--- src/rtl/stream_decimate_relay_pkg.sv ---
// stream_decimate_relay_pkg: token-port constants and sizing helpers shared by the relay.
package stream_decimate_relay_pkg;
    localparam int TOKEN_W = 16;
    localparam int COUNT_W = 16;
    typedef logic [COUNT_W-1:0] count_t;
    localparam count_t TOKEN_COUNT = 16'h1;

    // Index width that never collapses to zero for single-entry ranges.
    function automatic int idx_w(input int n);
        return (n > 1) ? $clog2(n) : 1;
    endfunction
endpackage

--- src/rtl/stream_decimate_relay_fifo.sv ---
// stream_decimate_relay_fifo: DEPTH-entry token buffer with occupancy-based full/empty.
module stream_decimate_relay_fifo
    import stream_decimate_relay_pkg::*;
#(
    parameter int DATA_W = TOKEN_W,
    parameter int DEPTH  = 4
) (
    input  logic              clk,
    input  logic              rst,
    input  logic              push,
    input  logic              pop,
    input  logic [DATA_W-1:0] wdata,
    output logic [DATA_W-1:0] rdata,
    output logic              full,
    output logic              empty
);
    localparam int PW = idx_w(DEPTH);
    localparam int OW = $clog2(DEPTH + 1);

    logic [DATA_W-1:0] mem [DEPTH];
    logic [PW-1:0]     wr_ptr;
    logic [PW-1:0]     rd_ptr;
    logic [OW-1:0]     occ;

    always_ff @(posedge clk) begin
        if (push)
            mem[wr_ptr] <= wdata;
    end

    always_ff @(posedge clk or posedge rst) begin
        if (rst) begin
            wr_ptr <= '0;
            rd_ptr <= '0;
            occ    <= '0;
        end else begin
            if (push)
                wr_ptr <= wr_ptr + PW'(1);
            if (pop)
                rd_ptr <= rd_ptr + PW'(1);
            if (push != pop)
                occ <= push ? occ + OW'(1) : occ - OW'(1);
        end
    end

    // Head is read combinationally so a pop sees the entry before a same-cycle overwrite.
    assign rdata = mem[rd_ptr];
    assign full  = occ == OW'(DEPTH);
    assign empty = occ == '0;
endmodule

--- src/rtl/stream_decimate_relay.sv ---
// stream_decimate_relay: token relay that keeps every DECIM_X-th column of every
// DECIM_Y-th row and buffers kept tokens in a small FIFO.
module stream_decimate_relay
    import stream_decimate_relay_pkg::*;
#(
    parameter int DATA_W  = TOKEN_W,
    parameter int DEPTH   = 4,
    parameter int IMG_W   = 512,
    parameter int IMG_H   = 512,
    parameter int DECIM_X = 2,
    parameter int DECIM_Y = 2
) (
    input  logic              CLK,
    input  logic              RESET,
    input  logic [DATA_W-1:0] In1_DATA,
    input  logic              In1_SEND,
    output logic              In1_ACK,
    input  logic [15:0]       In1_COUNT,
    output logic [DATA_W-1:0] Out1_DATA,
    output logic              Out1_SEND,
    input  logic              Out1_RDY,
    input  logic              Out1_ACK,
    output logic [15:0]       Out1_COUNT,
    input  logic              BYPASS,
    output logic              FRAME_END
);
    localparam int CW = idx_w(IMG_W);
    localparam int RW = idx_w(IMG_H);
    localparam int XW = idx_w(DECIM_X);
    localparam int YW = idx_w(DECIM_Y);
    localparam logic [CW-1:0] COL_LAST = CW'(IMG_W - 1);
    localparam logic [RW-1:0] ROW_LAST = RW'(IMG_H - 1);
    localparam logic [XW-1:0] X_LAST   = XW'(DECIM_X - 1);
    localparam logic [YW-1:0] Y_LAST   = YW'(DECIM_Y - 1);

    logic [CW-1:0] col;
    logic [RW-1:0] row;
    logic [XW-1:0] cx;
    logic [YW-1:0] cy;
    logic          keep;
    logic          consume;
    logic          push;
    logic          pop;
    logic          full;
    logic          empty;
    logic          col_end;
    logic          row_end;
    logic          frame_end;
    logic          unused_ok;

    assign unused_ok = ^{In1_COUNT, Out1_ACK};

    assign col_end = col == COL_LAST;
    assign row_end = row == ROW_LAST;
    assign keep    = BYPASS | (cx == '0 && cy == '0);
    assign pop     = Out1_RDY & ~empty;
    // Dropped tokens never need space, so they are acked even when the buffer is full.
    assign In1_ACK = In1_SEND & ~RESET & (~keep | ~full | pop);
    assign consume = In1_SEND & In1_ACK;
    assign push    = consume & keep;

    assign Out1_SEND  = pop;
    assign Out1_COUNT = TOKEN_COUNT;
    assign FRAME_END  = frame_end;

    always_ff @(posedge CLK or posedge RESET) begin
        if (RESET) begin
            col       <= '0;
            row       <= '0;
            cx        <= '0;
            cy        <= '0;
            frame_end <= 1'b0;
        end else begin
            frame_end <= consume & col_end & row_end;
            if (consume) begin
                col <= col_end ? '0 : col + CW'(1);
                cx  <= (col_end || cx == X_LAST) ? '0 : cx + XW'(1);
                if (col_end) begin
                    row <= row_end ? '0 : row + RW'(1);
                    cy  <= (row_end || cy == Y_LAST) ? '0 : cy + YW'(1);
                end
            end
        end
    end

    stream_decimate_relay_fifo #(
        .DATA_W(DATA_W),
        .DEPTH (DEPTH)
    ) u_fifo (
        .clk  (CLK),
        .rst  (RESET),
        .push (push),
        .pop  (pop),
        .wdata(In1_DATA),
        .rdata(Out1_DATA),
        .full (full),
        .empty(empty)
    );
endmodule
--- config.mk ---
export PLATFORM = sky130hd
export DESIGN_NAME = stream_decimate_relay
export DESIGN_NICKNAME = d
export VERILOG_FILES = /design/src/rtl/stream_decimate_relay_pkg.sv /design/src/rtl/stream_decimate_relay_fifo.sv /design/src/rtl/stream_decimate_relay.sv
export SDC_FILE = /design/constraint.sdc
export NUM_CORES = 1
export LEC_CHECK = 0
export CAP_MARGIN = 20
export CORE_UTILIZATION = 30
export CTS_CLUSTER_SIZE = 25
export DETAILED_ROUTE_END_ITERATION = 6
export PLACE_DENSITY = 0.52
export SYNTH_ARGS = -nofsm -noshare
export SYNTH_HDL_FRONTEND = slang
export SYNTH_SLANG_ARGS = --single-unit
--- constraint.sdc ---
create_clock -name CLK -period 2.4 [get_ports CLK]
set_input_delay 0.24 -clock CLK [delete_from_list [all_inputs] [get_ports CLK]]
set_output_delay 0.24 -clock CLK [all_outputs]
set_load 0.01 [all_outputs]
==> results of run 1 <==
## power breakdown
group | internal (uW) | switching [uW] | total, uW
logic | 864 | 643 | 1510
clock network | 713 | 609 | 1320
registers | 1910 | 153 | 2070
total | 3490 | 1410 | 4900
## per-layer routing
layer | GRT usage [%] | routed length (um) | vias up
li1 | - | - | 1106
met1 | 14.0 | 3390 | 1123
met2 | 18.5 | 3450 | 47
met3 | 3.40 | 329 | 11
met4 | 4.03 | 110 | 0
met5 | 0 | 0 | -
## registers in the layout, indices dropped and copies added (netlist names)
name           cells
cy                 1
cx                 1
col                9
u_fifo.occ         3
u_fifo.rd_ptr      2
row                9
u_fifo.wr_ptr      2
FRAME_END          1
u_fifo.mem        64
## cell usage in the layout, fill, tap and decap left out, types with 2 or more instances in the layout
cell,Yosys,final
o21ai_0,12,12
o31ai_2,3,3
mux4_2,16,16
nor3b_1,2,2
a31oi_1,4,4
edfxtp_1,64,64
and4_1,2,2
a21oi_1,3,3
dfrtp_1,28,27
ha_1,8,8
nand3_1,3,3
a41oi_1,2,2
clkinv_2,0,2
and2_1,5,5
nor4b_1,2,2
xnor2_1,5,5
nor2_1,7,7
inv_1,7,7
buf_4,17,12
o31ai_1,4,4
nand2_1,18,18
nand3b_1,2,2
nand2b_1,6,6
conb_1,2,16
and3_1,6,6
inv_6,0,2
buf_12,0,6
clkbuf_16,0,9
clkdlybuf4s50_1,0,39
nor3_1,3,3
o21ai_2,10,10
## kinds of logic (layout without fill, tap and decap cells)
| group | count (synthesis) | count (layout) | synth area share [%] |
|---|---|---|---|
| AO/OA/AOI/OAI | 47 | 47 | 8.76 |
| XOR/XNOR | 5 | 5 | 1.07 |
| adder cells (fa/ha/maj) | 9 | 9 | 2.92 |
| buffers and inverters | 36 | 81 | 5.45 |
| flip-flops | 92 | 92 | 63.8 |
| multiplexers | 18 | 18 | 9.28 |
| other | 2 | 16 | 0.183 |
| AND/OR/NAND/NOR | 63 | 63 | 8.55 |
## worst max-delay path, delay by kind of cell, from the launching register on
family	cells	cell delay (ps)
buffers and inverters	2	550
DFF	1	410
AOI/OAI and AO/OA	1	180
and+or+nand+nor	1	580
## metrics by stage
stage | setup WS, ps | hold slack [ps]
2_1_floorplan | 63.4 | 305
3_3_place_gp | 103 | 456
3_5_place_dp | 73.4 | 457
4_1_cts | 66.6 | 327
5_1_grt | 14.3 | 369
6_report | 95.4 | 315
## cell type report
class | count | area, um^2
Sequential cell | 92 | 2620
Clock inverter | 6 | 46.3
Inverter | 8 | 30.0
Fill cell | 1242 | 8230
Multi-Input combinational cell | 158 | 1320
Tap cell | 176 | 220
Timing Repair Buffer | 57 | 601
Clock buffer | 10 | 229
## worst min path at each step
stage | slack, ps | end
global route | 370 | row[3]
floorplan | 310 | FRAME_END
CTS | 330 | u_fifo.wr_ptr[1]
global placement | 460 | col[7]
detailed placement | 460 | col[7]
finish | 310 | u_fifo.occ[0]
==> key figures, run 1 <==
Yosys
  – Syn_area_per_cell: 15.1 um^2
  – Asr flop ratio synth: 30.4%
  – Largest cells by area after synthesis: edfxtp_1, dfrtp_1, mux4_2, buf_4, ha_1
  – Synth area leader: edfxtp_1
  – Post-synth EDFFs: 64
  – Cells after Synth: 272
  – Distinct cell type count after synthesis: 50
  – Mapped Area: 4110 um^2
  – Synth top area share: 46.7%
  – Synth Register Bits: 92
  – Synth warnings: 0
  – Post-synthesis sequential area ratio: 63.8%
  – Top_reg_cell synth: edfxtp_1
  – Most used standard cell by instance count after synthesis: edfxtp_1
  – Synth cell count leaders: edfxtp_1, dfrtp_1, nand2_1

Place
  – PortBufs: 39
  – Dpl hpwl: 4.77 mm
  – Placed cell count: 491
  – Global placer's final weighted congestion: 0.751
  – Post-DP Area: 4790 um^2

Timing
  – Total count of max-transition violations in the final report: 0
  – Setup TNS: 0 ps
  – Period utilisation layout: 96.0%
  – Clk_skew: 6.15 ps
  – RSZ-0062 raised after global routing: no
  – Minimum clock period: 2300 ps
  – Fmax: 434 MHz
  – Final Hold Fails: 0
  – Count of final setup violators: 0

Drt
  – Vias/cell: 4.51
  – Post-route ant nets: 0
  – DRC errors left: 0
  – Routed wire per std cell: 14.4 um
  – First-pass iteration count of the detailed router: 4
  – Via count: 2287
  – Drt total wl: 7.28 mm
  – Initial DRC Count: 141

Layout
  – Utilization after layout: 38.1%
  – Fin cells: 507
  – Design area: 5070 um^2
  – NumNets Final: 373
  – Area grow syn2layout: 23.3%
  – Share of cells above drive strength 1: 21.5%
  – Antenna Cells: 0

GRT
  – GRT Overall Usage: 11.3%
  – First-pass GRT wire length: 12.1 mm
  – Initial antenna violation count: 0
  – Grt total ovfl: 0
  – Vias in the first global route: 2378
  – Largest net degree at the start of global routing: 29

Clock tree
  – Setup bufs post-CTS: 0
  – CTS tree: yes
  – CTS root buf: clkbuf_16
  – Worst-skew pair later-pin latency: 340 ps
  – # H-tree levels: 3
  – Clk slew on worst S/H paths: 70 ps
  – Clock buffer depth: 2
  – TritonCTS buffer count: 9
  – CTS Sinks: 92
  – CTS Hold Bufs: 0
  – CTS resizes: 0

Critical path
  – Slowest stage delay, CP: 580 ps
  – Reg-to-reg slack, setup: 290 ps
  – Req. time, crit path: 2160 ps
  – Worst-path maximum fanout: 4
  – Capturing point of the worst reg2reg path: row[7]
  – Worst setup EP type: primary output
  – Crit path kind: flip-flop to primary output
  – Crit path from: u_fifo.occ[1]
  – Slowest CP cell: or4b_4
  – Crit Reg-Reg Startpoint: row[0]
  – CP endpoint: In1_ACK
  – CP startpoint kind: flip-flop
  – Critical path, cell by cell: or4b_4 -> o21ai_2 -> inv_2 -> clkdlybuf4s50_1
  – Worst r2r path cells: 7
  – Worst Path Arrival: 2060 ps

Job
  – Max-cap viol count: 0

Die
  – Die area: 14200 um^2
  – # rows: 42
  – Die Wd: 119 um
  – Core footprint: 13300 um^2
  – Io pins: 73
  – Initial Util: 30.9%
  – Die height: 119 um

Pwr
  – Power Density: 966 nW/um^2
  – Overall Power: 4900 uW
  – Static Leakage: 0.00185 uW
  – VDD IR max: 0.415 mV

Run status
  – Outcome: complete, no violations

Min path
  – Min-delay worst type: input port to asynchronous set/reset pin
No activity file was read; power rests on OpenSTA's default activity.
==> run 2, diff against run 1 <==
CTS_CLUSTER_DIAMETER = 50   (was default)
DONT_BUFFER_PORTS = 1   (was default)
HOLD_SLACK_MARGIN = 0.06   (was default)
PLACE_DENSITY = 0.45   (was 0.52)
==> key figures, run 2 (synthesis gave the netlist of run 1 again) <==
Run status
  – Outcome: complete, no violations

Place
  – PortBufs: 0
  – Global placer's final weighted congestion: 0.684
  – Dpl hpwl: 4.58 mm

Layout
  – Utilization after layout: 35.7%
  – Reg with most FFs: u_fifo.mem
  – Most frequent cells in the layout: edfxtp_1, dfrtp_1, nand2_1, dlygate4sd3_1
  – NumNets Final: 346
  – Area grow syn2layout: 15.6%
  – Antenna Cells: 0
  – Share of cells above drive strength 1: 20.9%
  – Leading cell type in the layout, fill and taps excluded: edfxtp_1
  – Largest register FFs: 64
  – Top Registers: u_fifo.mem (64), col (9), row (9)

Drt
  – Vias/cell: 4.61
  – Routed wire per std cell: 15.2 um
  – Initial DRC Count: 121
  – Post-route ant nets: 0
  – DRC errors left: 0
  – Via count: 2204
  – First-pass iteration count of the detailed router: 4
  – Drt total wl: 7.28 mm

Critical path
  – Worst-path maximum fanout: 4
  – Worst r2r path cells: 7
  – Capturing point of the worst reg2reg path: u_fifo.occ[1]
  – Crit path kind: flip-flop to flip-flop
  – Worst Path Arrival: 2400 ps
  – CP startpoint kind: flip-flop
  – Worst setup EP type: flip-flop
  – Reg-to-reg slack, setup: 280 ps
  – Req. time, crit path: 2680 ps
  – Crit Reg-Reg Startpoint: cy

Timing
  – Clk_skew: 3.67 ps
  – RSZ-0062 raised after global routing: no
  – Final Hold Fails: 0
  – Count of final setup violators: 0
  – Fmax: 471 MHz
  – Setup TNS: 0 ps
  – Final hold slack: 182 ps
  – Period utilisation layout: 88.5%
  – Total count of max-transition violations in the final report: 0
  – Minimum clock period: 2120 ps

Pwr
  – VDD IR max: 0.285 mV
  – Sequential cell fraction of total power: 46.0%
  – Static Leakage: 0.00173 uW
  – Comb power frac: 24.1%
  – Clock network fraction of total power: 30.0%
  – Psw: 1310 uW
  – Power Internal: 3240 uW
  – Power Density: 957 nW/um^2
  – Switching share of power: 28.8%

Clock tree
  – Clk slew on worst S/H paths: 60 ps
  – TritonCTS buffer count: 9
  – CTS resizes: 0
  – CTS root buf: clkbuf_16
  – CTS Hold Bufs: 17
  – Worst-skew pair later-pin latency: 340 ps
  – # H-tree levels: 3
  – CTS tree: yes
  – Clock buffer depth: 2
  – Setup bufs post-CTS: 0
  – CTS Sinks: 92

GRT
  – Largest net degree at the start of global routing: 29
  – GRT Overall Usage: 11.0%
  – Grt total ovfl: 0
  – First-pass GRT wire length: 11.6 mm
  – Vias in the first global route: 2238
  – Initial antenna violation count: 0

Min path
  – Hold path start: Out1_RDY
  – Hold endpoint: u_fifo.rd_ptr[0]
  – Hold depth: 3
  – Min-delay worst type: input port to flip-flop

Die
  – Initial Util: 30.9%
  – Die height: 119 um
  – Io pins: 73
  – Die area: 14200 um^2
  – # rows: 42
  – Core footprint: 13300 um^2
  – Die Wd: 119 um

Job
  – Max-cap viol count: 0
[run 2: changes by cell type in the layout (fill, tap and decap cells not counted), sizes merged]
cell,change
inv,-3
bufinv,+1
clkdlybuf4s50,-39
dlygate4sd3,+17
buf,-5
[run 2: how the worst max path moves through the flow]
stage / cells past startpoint / to / from / slack [ps]
floorplan: 7 / u_fifo.occ[1] / cy / 60
global placement: 7 / u_fifo.occ[1] / cy / 290
detailed placement: 7 / u_fifo.occ[1] / cy / 280
CTS: 7 / u_fifo.occ[1] / cy / 250
global route: 7 / u_fifo.occ[1] / cy / 150
finish: 7 / u_fifo.occ[1] / cy / 280
[run 2: layout make-up]
type,instances,area (um^2)
Tap cell,176,220
Fill cell,1277,8540
Clock buffer,10,229
Inverter,8,30.0
Multi-Input combinational cell,158,1320
Clock inverter,4,52.6
Timing Repair Buffer,30,280
Sequential cell,92,2620
[run 2: critical path, cell delays in order (launching register included)]
cell and delay (ps):
dfrtp_1 420, o21ba_2 260, nor3_1 260, inv_1 100, fa_1 570, inv_1 40
a311oi_1 190, o221a_2 220
[run 2: per-layer routing]
layer	vias up	wire [um]	GRT usage [%]
li1	1053	-	-
met1	1093	3330	13.8
met2	52	3480	17.3
met3	6	395	3.78
met4	0	72	4.27
met5	-	0	0
[run 2: metrics by stage]
step                      worst slack, ps  cells  power [uW]  area (um^2)
after floorplan                      63.4    286        2960         4160
after global placement                288    447        3200         4300
after detailed placement              283    447        3220         4300
after CTS                             251    478        4640         4750
after global routing                  153    478        4830         4750
final                                 277    478        4550         4750
[run 2: power by group through the flow]
stage | clock [uW] | sequential [uW] | combinational [uW]
after floorplan | 0 | 2040 | 928
after global placement | 0 | 2120 | 1080
after detailed placement | 0 | 2130 | 1090
after CTS | 1420 | 2090 | 1130
after global routing | 1480 | 2120 | 1230
final | 1360 | 2090 | 1090
